`config.mk`:
```
export PLATFORM = sky130hd
export DESIGN_NAME = nibble_serial_adder
export DESIGN_NICKNAME = d
export VERILOG_FILES = /design/src/rtl/adder_pkg.sv /design/src/rtl/RippleCarryAdder.sv /design/src/rtl/nibble_serial_adder.sv
export SDC_FILE = /design/constraint.sdc
export NUM_CORES = 1
export LEC_CHECK = 0
export ABC_AREA = 1
export CAP_MARGIN = 5
export CORE_ASPECT_RATIO = 1.4
export CORE_UTILIZATION = 45
export CTS_CLUSTER_DIAMETER = 150
export CTS_CLUSTER_SIZE = 20
export DETAILED_ROUTE_END_ITERATION = 8
export DONT_BUFFER_PORTS = 1
export GPL_TIMING_DRIVEN = 0
export PLACE_DENSITY_LB_ADDON = 0.3
export SYNTH_ARGS = -nofsm -noshare
export SYNTH_HDL_FRONTEND = slang
export SYNTH_SLANG_ARGS = --single-unit
```
`constraint.sdc`:
```
create_clock -name clk -period 2 [get_ports clk]
set_clock_uncertainty 0.1 [all_clocks]
set_input_delay 0.1 -clock clk [delete_from_list [all_inputs] [get_ports clk]]
set_output_delay 0.1 -clock clk [all_outputs]
set_load 0.02 [all_outputs]
```
`src/rtl/adder_pkg.sv`:
```
// Shared definitions for the nibble-serial adder: stage width and FSM encoding.
package adder_pkg;

   localparam int NIBBLE_W = 4;

   typedef enum logic [1:0] {
      ST_IDLE = 2'b00,
      ST_RUN  = 2'b01,
      ST_DONE = 2'b10
   } state_t;

   function automatic int nib_steps(input int width);
      return width / NIBBLE_W;
   endfunction

endpackage

```
`src/rtl/RippleCarryAdder.sv`:
```
// Four-bit combinational ripple-carry stage reused once per nibble step.
module RippleCarryAdder
   import adder_pkg::*;
(
   input  logic [NIBBLE_W-1:0] A,
   input  logic [NIBBLE_W-1:0] B,
   input  logic                Cin,
   output logic [NIBBLE_W-1:0] Sum,
   output logic                Cout
);

   logic [NIBBLE_W:0] w_c;

   assign w_c[0] = Cin;

   genvar gi;
   generate
      for (gi = 0; gi < NIBBLE_W; gi++) begin : g_fa
         assign Sum[gi]    = A[gi] ^ B[gi] ^ w_c[gi];
         assign w_c[gi+1]  = (A[gi] & B[gi]) | (w_c[gi] & (A[gi] ^ B[gi]));
      end
   endgenerate

   assign Cout = w_c[NIBBLE_W];

endmodule

```
`src/rtl/nibble_serial_adder.sv`:
```
// Multi-cycle WIDTH-bit adder: one nibble per cycle through a shared 4-bit stage.
//
// state   | meaning
// IDLE    | waiting for operands, in_ready high
// RUN     | one nibble added per edge, carry held in r_carry
// DONE    | result presented, held until out_ready
module nibble_serial_adder
   import adder_pkg::*;
#(
   parameter int WIDTH = 32
)(
   input  logic             clk,
   input  logic             rst_n,
   input  logic             in_valid,
   output logic             in_ready,
   input  logic [WIDTH-1:0] a,
   input  logic [WIDTH-1:0] b,
   input  logic             cin,
   output logic             out_valid,
   input  logic             out_ready,
   output logic [WIDTH-1:0] sum,
   output logic             cout,
   output logic             busy
);

   localparam int N     = nib_steps(WIDTH);
   localparam int CNT_W = (N > 1) ? $clog2(N) : 1;
   localparam logic [CNT_W-1:0] CNT_LAST = CNT_W'(N - 1);

   state_t             r_state;
   logic [WIDTH-1:0]   r_a_sh;
   logic [WIDTH-1:0]   r_b_sh;
   logic [WIDTH-1:0]   r_sum;
   logic               r_carry;
   logic [CNT_W-1:0]   r_cnt;
   logic               r_in_ready;
   logic               r_out_valid;
   logic               r_busy;

   logic [NIBBLE_W-1:0] w_stage_sum;
   logic                w_stage_cout;
   logic [WIDTH-1:0]    w_sum_next;

   RippleCarryAdder u_stage (
      .A    (r_a_sh[NIBBLE_W-1:0]),
      .B    (r_b_sh[NIBBLE_W-1:0]),
      .Cin  (r_carry),
      .Sum  (w_stage_sum),
      .Cout (w_stage_cout)
   );

   // New nibble enters at the top; after N steps the first nibble lands at bit 0.
   generate
      if (WIDTH == NIBBLE_W) begin : g_single
         assign w_sum_next = w_stage_sum;
      end else begin : g_multi
         assign w_sum_next = {w_stage_sum, r_sum[WIDTH-1:NIBBLE_W]};
      end
   endgenerate

   always_ff @(posedge clk or negedge rst_n) begin
      if (!rst_n) begin
         r_state     <= ST_IDLE;
         r_a_sh      <= '0;
         r_b_sh      <= '0;
         r_sum       <= '0;
         r_carry     <= 1'b0;
         r_cnt       <= '0;
         r_in_ready  <= 1'b1;
         r_out_valid <= 1'b0;
         r_busy      <= 1'b0;
      end else begin
         case (r_state)
            ST_IDLE: begin
               if (in_valid) begin
                  r_a_sh     <= a;
                  r_b_sh     <= b;
                  r_carry    <= cin;
                  r_cnt      <= '0;
                  r_state    <= ST_RUN;
                  r_in_ready <= 1'b0;
                  r_busy     <= 1'b1;
               end
            end
            ST_RUN: begin
               r_sum   <= w_sum_next;
               r_carry <= w_stage_cout;
               r_a_sh  <= r_a_sh >> NIBBLE_W;
               r_b_sh  <= r_b_sh >> NIBBLE_W;
               r_cnt   <= r_cnt + CNT_W'(1);
               if (r_cnt == CNT_LAST) begin
                  r_state     <= ST_DONE;
                  r_out_valid <= 1'b1;
               end
            end
            ST_DONE: begin
               if (out_ready) begin
                  r_state     <= ST_IDLE;
                  r_out_valid <= 1'b0;
                  r_in_ready  <= 1'b1;
                  r_busy      <= 1'b0;
               end
            end
            default: begin
               r_state     <= ST_IDLE;
               r_out_valid <= 1'b0;
               r_in_ready  <= 1'b1;
               r_busy      <= 1'b0;
            end
         endcase
      end
   end

   assign in_ready  = r_in_ready;
   assign out_valid = r_out_valid;
   assign sum       = r_sum;
   assign cout      = r_carry;
   assign busy      = r_busy;

endmodule

```
# Word-level counts from Yosys, hierarchy flattened
# Cells that the tools add are included.
# W data, S select, Z words.
[word_totals]
elab_cells = 64
register_bits = 105
input_bits = 69
out_inout_bits = 36
[classes]
n_mux = 20
n_eq_ne = 6
addsub = 1
n_bitwise = 22
reduce_logical = 6
[op_table]
columns = ["cell", "n"]
rows = [
  ["$pmux W32 S2", 2],
  ["$mux W32", 2],
  ["$pmux W1 S3", 3],
  ["$reduce_and A3 Y1", 3],
  ["$and A1 B1 Y1", 8],
  ["$xor A1 B1 Y1", 8],
  ["$mux W1", 6],
  ["$mux W2", 3],
  ["$ne A2 B2 Y1 const B", 3],
  ["$pmux W2 S3", 1],
  ["$pmux W3 S2", 1],
  ["$or A1 B1 Y1", 4],
  ["$add A3 B1 Y3 const B", 1],
  ["$eq A3 B3 Y1 const B", 1],
  ["$mux W3", 1],
  ["$eq A2 B1 Y1 const B", 1],
  ["$eq A2 B2 Y1 const B", 1],
  ["$logic_not A2 Y1", 1],
  ["$not A1 Y1", 2],
  ["$pmux W1 S2", 1],
  ["$reduce_and A2 Y1", 1],
  ["$reduce_bool A2 Y1", 1],
]

# Longest topological paths before layout
[depth]
depth_word = 10
ltp_mapped = 10

# Modules after synthesis
# Synthesis repeated with hierarchy kept, for this count alone.
[hier_totals]
cells_unflattened = 683
hier_area_um2 = 5152.4
[modules_own_cells]
columns = ["module", "instances", "area_per_inst_um2", "seq_area_each_um2", "cells_per_inst"]
rows = [
  ["nibble_serial_adder", 1, 5034.8, 2628.8, 669],
  ["RippleCarryAdder", 1, 117.6, 0.0, 14],
]

# Worst setup path before layout
# No wires, ideal clock.
[synth_path]
path_type = "register -> register"
startpoint = "reg r_carry, in the netlist cout"
endpoint = "reg r_sum[31], in the netlist sum[31]"
setup_slack_ps = -265
path_buffers = 0
arrival_time_ps = 2083
setup_ps = 83
required_time_ps = 1817
path_stages_with_launch = 9
cell_sequence = "dfrtp_1 -> fa_1 -> inv_1 -> fa_1 -> inv_1 -> fa_1 -> inv_1 -> fa_1 -> o21ai_0"
[synth_between]
elab_chain_len = 7
[synth_rtl]
columns = ["element", "line_no", "text"]
rows = [
  ["start, declared", "nibble_serial_adder.sv:34", "logic r_carry;"],
  ["start signal, assigned", "nibble_serial_adder.sv:78", "r_carry <= cin;"],
  ["start signal, assigned", "nibble_serial_adder.sv:87", "r_carry <= w_stage_cout;"],
  ["$and A1 B1 Y1", "RippleCarryAdder.sv:20", "assign w_c[gi+1] = (A[gi] & B[gi]) | (w_c[gi] & (A[gi] ^ B[gi]));"],
  ["$or A1 B1 Y1", "RippleCarryAdder.sv:20", ""],
  ["$and A1 B1 Y1", "RippleCarryAdder.sv:20", ""],
  ["$or A1 B1 Y1", "RippleCarryAdder.sv:20", ""],
  ["$and A1 B1 Y1", "RippleCarryAdder.sv:20", ""],
  ["$or A1 B1 Y1", "RippleCarryAdder.sv:20", ""],
  ["$xor A1 B1 Y1", "RippleCarryAdder.sv:19", "assign Sum[gi] = A[gi] ^ B[gi] ^ w_c[gi];"],
  ["end signal, assigned", "nibble_serial_adder.sv:86", "r_sum <= w_sum_next;"],
  ["end, declared", "nibble_serial_adder.sv:33", "logic [WIDTH-1:0] r_sum;"],
]
# Every way passes these cells.
# A chain may end at the register's enable or synchronous reset.

# Worst setup path after layout
# Same ends and word-level chain as after synthesis.

==> results.md <==
Drt:
- For this run, the detailed router's first-pass iteration total came to 6.
- After detailed routing, the met3 layer carries 673 um of wire.
- The count of nets left with antenna violations once routing finished came out at 0.
- The detailed router finished its first iteration with 218 violations.
- For this block, wires on met1 add up to 5.30 mm.
- After detailed routing, the number of remaining DRC violations is 0.
- Summed over all nets, wire length on met2 after detailed routing comes to 6.29 mm.
- Using the TritonRoute via totals, the vias-per-cell ratio works out to 5.01.
- Dividing the detail-routed wire length by the instance count gives 13.9 um.
- The total number of vias is 4518.
- Summed over all layers, the routed wires come to 12.5 mm.
- The highest metal layer with signal wires is met4.

Yosys:
- The total of flip-flops plus latches after synthesis is 105.
- Sorting the synthesized cells by area gives the leading types as sky130_fd_sc_hd__dfrtp_1 51%, sky130_fd_sc_hd__nand2_1 16%, sky130_fd_sc_hd__nand3_1 11%.
- The number of nets handed over by synthesis was 753.
- For this run, the number of Yosys warnings is 0.
- The count of unique library cells instantiated by Yosys is 17.
- The combined area of all synthesized cells is 5130 um^2.
- The sequential cell area fraction in the yosys report is 51.3%.
- Of all cell types, the one taking the most synthesized area is sky130_fd_sc_hd__dfrtp_1.
- The fraction of post-synthesis cell area in the top cell type by area is 50.8%.
- Counting every instance in the synthesized netlist gives 678.
- Dividing the synthesized area by the synthesized cell count gives 7.56 um^2.

Clock tree:
- The number of hold buffers added after CTS was 66.
- In this run the deepest clock path goes through 2 buffers.
- The clock sink count is 105.
- The number of CTS-inserted buffers is 9.
- CTS placed an instance of sky130_fd_sc_hd__clkbuf_16 at the clock tree root.
- Once the clock tree was built, the setup fixing pass inserted 0 buffers.
- After clock tree synthesis, the clock-pin slew on the worst setup and hold paths is 0.08 ns.
- TritonCTS built the clock tree.
- The H-tree was split into 3 levels.
- The later pin in the worst-skew pair is clocked with a latency of 0.35 ns.

GRT:
- The via count of the first global-routing pass is 4345.
- The largest net degree at the start of global routing is 106.
- The global-route congestion overflow total is 0.
- The number of antenna violations at the first check in global routing is 0.
- The overall track demand over capacity in global routing is 22.3%.
- The wire length of the first global-routing pass is 20.7 mm.

Setup path:
- The critical path in this run is classified as reg -> reg.
- The critical path contains buffers and inverters numbering 3 combined.
- In this design, the stage delay of the slowest critical-path cell is 0.49 ns.
- The startpoint of the worst register-to-register path is cout.
- The sort of element at the end of the critical path is a flop.
- The slowest stage of the critical path belongs to the cell sky130_fd_sc_hd__dfrtp_2.
- In this run the worst path has a maximum fanout of 3.
- The setup check on the worst reg-to-reg path leaves a slack of -0.22 ns.
- The top cell family by delay on the critical path is adder cells.
- At the worst endpoint, the required time is 2.18 ns.
- The startpoint type of the worst setup path is a flop.
- STA puts the critical path data arrival time at 2.41 ns.
- Measured in cells, the most critical reg-to-reg path has a length of 8.
- The signal on the critical path passes through fa_2, inv_2, fa_2, inv_2, fa_2, inv_2, fa_1, o21ai_1.
- The end of the worst register-to-register path is sum[31].
- Tracing the worst setup path back leads to its startpoint at cout.

Placed design:
- The weighted congestion at the end of routability-driven global placement is 0.831.
- Summed over all nets, the half-perimeter wirelength after detailed placement is 8.09 mm.
- The number of I/O port buffers is 0.

Min path:
- The path class of the tightest hold or removal check is in -> async.

Pwr:
- IR analysis of the VDD net gives a maximum drop of 0.000826 V.
- For this design the ratio of total power to cell area is 1640 nW/um^2.
- In this run the static leakage power is 3.46 nW.
- Overall power consumption after layout is estimated at 10.3 mW.

STA:
- The aggregate negative setup slack is -0.377 ns.
- Setup repair after global routing could not meet its margin everywhere.
- Setup violations remaining at the end of the flow were counted as 2.
- The worst pin sits at a relative slew slack of 63.1%.
- The part of the cycle the worst path needs is 111%.
- The worst-margin pin slew is 0.553 ns.
- The minimum hold slack is -0.655 ns.
- The final hold violation count is 105.
- Derived from the worst setup path, the maximum achievable clock frequency is 449 MHz.
- The routed design could run at a clock period as short as 2.22 ns.
- The number of slew-limit violations in the final report is 0.
- The final worst setup slack is -0.225 ns.

Finish:
- Leaving out fill and tap cells, the most frequent cell in the layout is sky130_fd_sc_hd__nand2_1.
- The top cell types in the final layout, fill and taps aside, are 221 x sky130_fd_sc_hd__nand2_1, 135 x sky130_fd_sc_hd__inv_1, 116 x sky130_fd_sc_hd__nand3_1.
- The fraction of final layout cells with drive strength greater than 1 is 7.24%.
- The sequential cell area is 2630 um^2.
- The number of diodes added for antenna fixing is 0.
- The post-layout net count is 830.
- The layout has 1037 filler cells.
- From synthesis to final layout, the design area changed by 22.3%.
- The multi-input combinational cells in the finished layout cover a total of 1790 um^2.

Floorplan:
- The core region is 11000 um^2.
- The floorplan step set the die height to 128 um.
- The die covers 11800 um^2.
- The cell row count is 45.
- The initial cell density of the core is 46.7%.
- The top-level port count is 105.
- The horizontal die dimension is 92.2 um.

Run status:
- The flow ran to the end, but the final reports show violations.
- The final reports fail on negative hold slack, negative setup slack.

Job:
- The count of maximum capacitance violations is 0.
==> how the worst max path moves through the flow <==
stage / end / slack (ns) / cells after the start
floorplan: sum[31] / -0.11 / 8
global placement: sum[31] / -0.19 / 8
detailed placement: sum[31] / -0.22 / 8
CTS: sum[31] / -0.23 / 8
global route: sum[31] / -0.28 / 8
finish: sum[31] / -0.22 / 8
==> per-layer routing <==
metal  vias up  track usage [%]
met5         -                0
met2       156             37.9
met3        17             4.57
met1      2148             28.3
li1       2197                -
met4         0             8.00
==> cells in the mapped netlist <==
library cell / count
sky130_fd_sc_hd__nand2_1: 221
sky130_fd_sc_hd__inv_1: 138
sky130_fd_sc_hd__nand3_1: 117
sky130_fd_sc_hd__dfrtp_1: 104
sky130_fd_sc_hd__o21ai_0: 40
sky130_fd_sc_hd__buf_2: 16
sky130_fd_sc_hd__clkbuf_1: 12
sky130_fd_sc_hd__buf_4: 9
sky130_fd_sc_hd__a21oi_1: 4
sky130_fd_sc_hd__fa_1: 4
sky130_fd_sc_hd__nor2_1: 3
sky130_fd_sc_hd__buf_1: 2
sky130_fd_sc_hd__ha_1: 2
sky130_fd_sc_hd__nand2_2: 2
sky130_fd_sc_hd__nor2_2: 2
sky130_fd_sc_hd__dfstp_2: 1
sky130_fd_sc_hd__inv_2: 1
==> registers in the layout, summed over array words and instances (netlist names) <==
signal	count
r_a_sh	32
r_b_sh	32
sum	32
r_cnt	3
r_state	2
busy	1
cout	1
in_ready	1
out_valid	1
==> power breakdown <==
| group | total (mW) | switching [mW] | internal, mW |
|---|---|---|---|
| logic | 4.44 | 2.84 | 1.60 |
| registers | 4.10 | 0.965 | 3.13 |
| clock network | 1.77 | 0.857 | 0.909 |
| total | 10.3 | 4.66 | 5.64 |
==> layout make-up <==
type,instances,share of cell area [%]
flip-flops and latches,105,41.9
multi-input cells,395,28.5
repair buffers,66,10.5
inverters,139,8.32
clock buffers,10,3.81
plain buffers,39,3.19
well taps,141,2.81
clock inverters,6,0.878
==> worst reg2reg max path: cells and delay by family, from the launching register on <==
family                   cells  cell delay (ns)
adder cells (fa/ha/maj)      4             1.28
buffers and inverters        3             0.16
flip-flops                   1             0.49
AO/OA/AOI/OAI                1             0.13
==> what timing repair did <==
item,4_1_cts,5_1_grt
pin swaps,0,2
endpoints found under the setup margin,2,3
endpoints found under the hold margin,174,105
resized for setup,1,2
==> stage by stage <==
stage	worst slack [ns]	cell area [um^2]	std cells	util [%]
floorplan	-0.111	5140	678	-
global placement	-0.195	5310	819	48.4
detailed placement	-0.219	5310	819	48.4
CTS	-0.233	6270	901	57.1
global route	-0.281	6270	901	57.1
finish	-0.225	6270	901	57.1
==> cell families after synthesis <==
family,synth area share (%)
AND/OR/NAND/NOR,28.3
buffers and inverters,14.1
flip-flops,51.3
adder cells (fa/ha/maj),2.05
AO/OA/AOI/OAI,4.29
No activity file was read; power rests on OpenSTA's default activity.
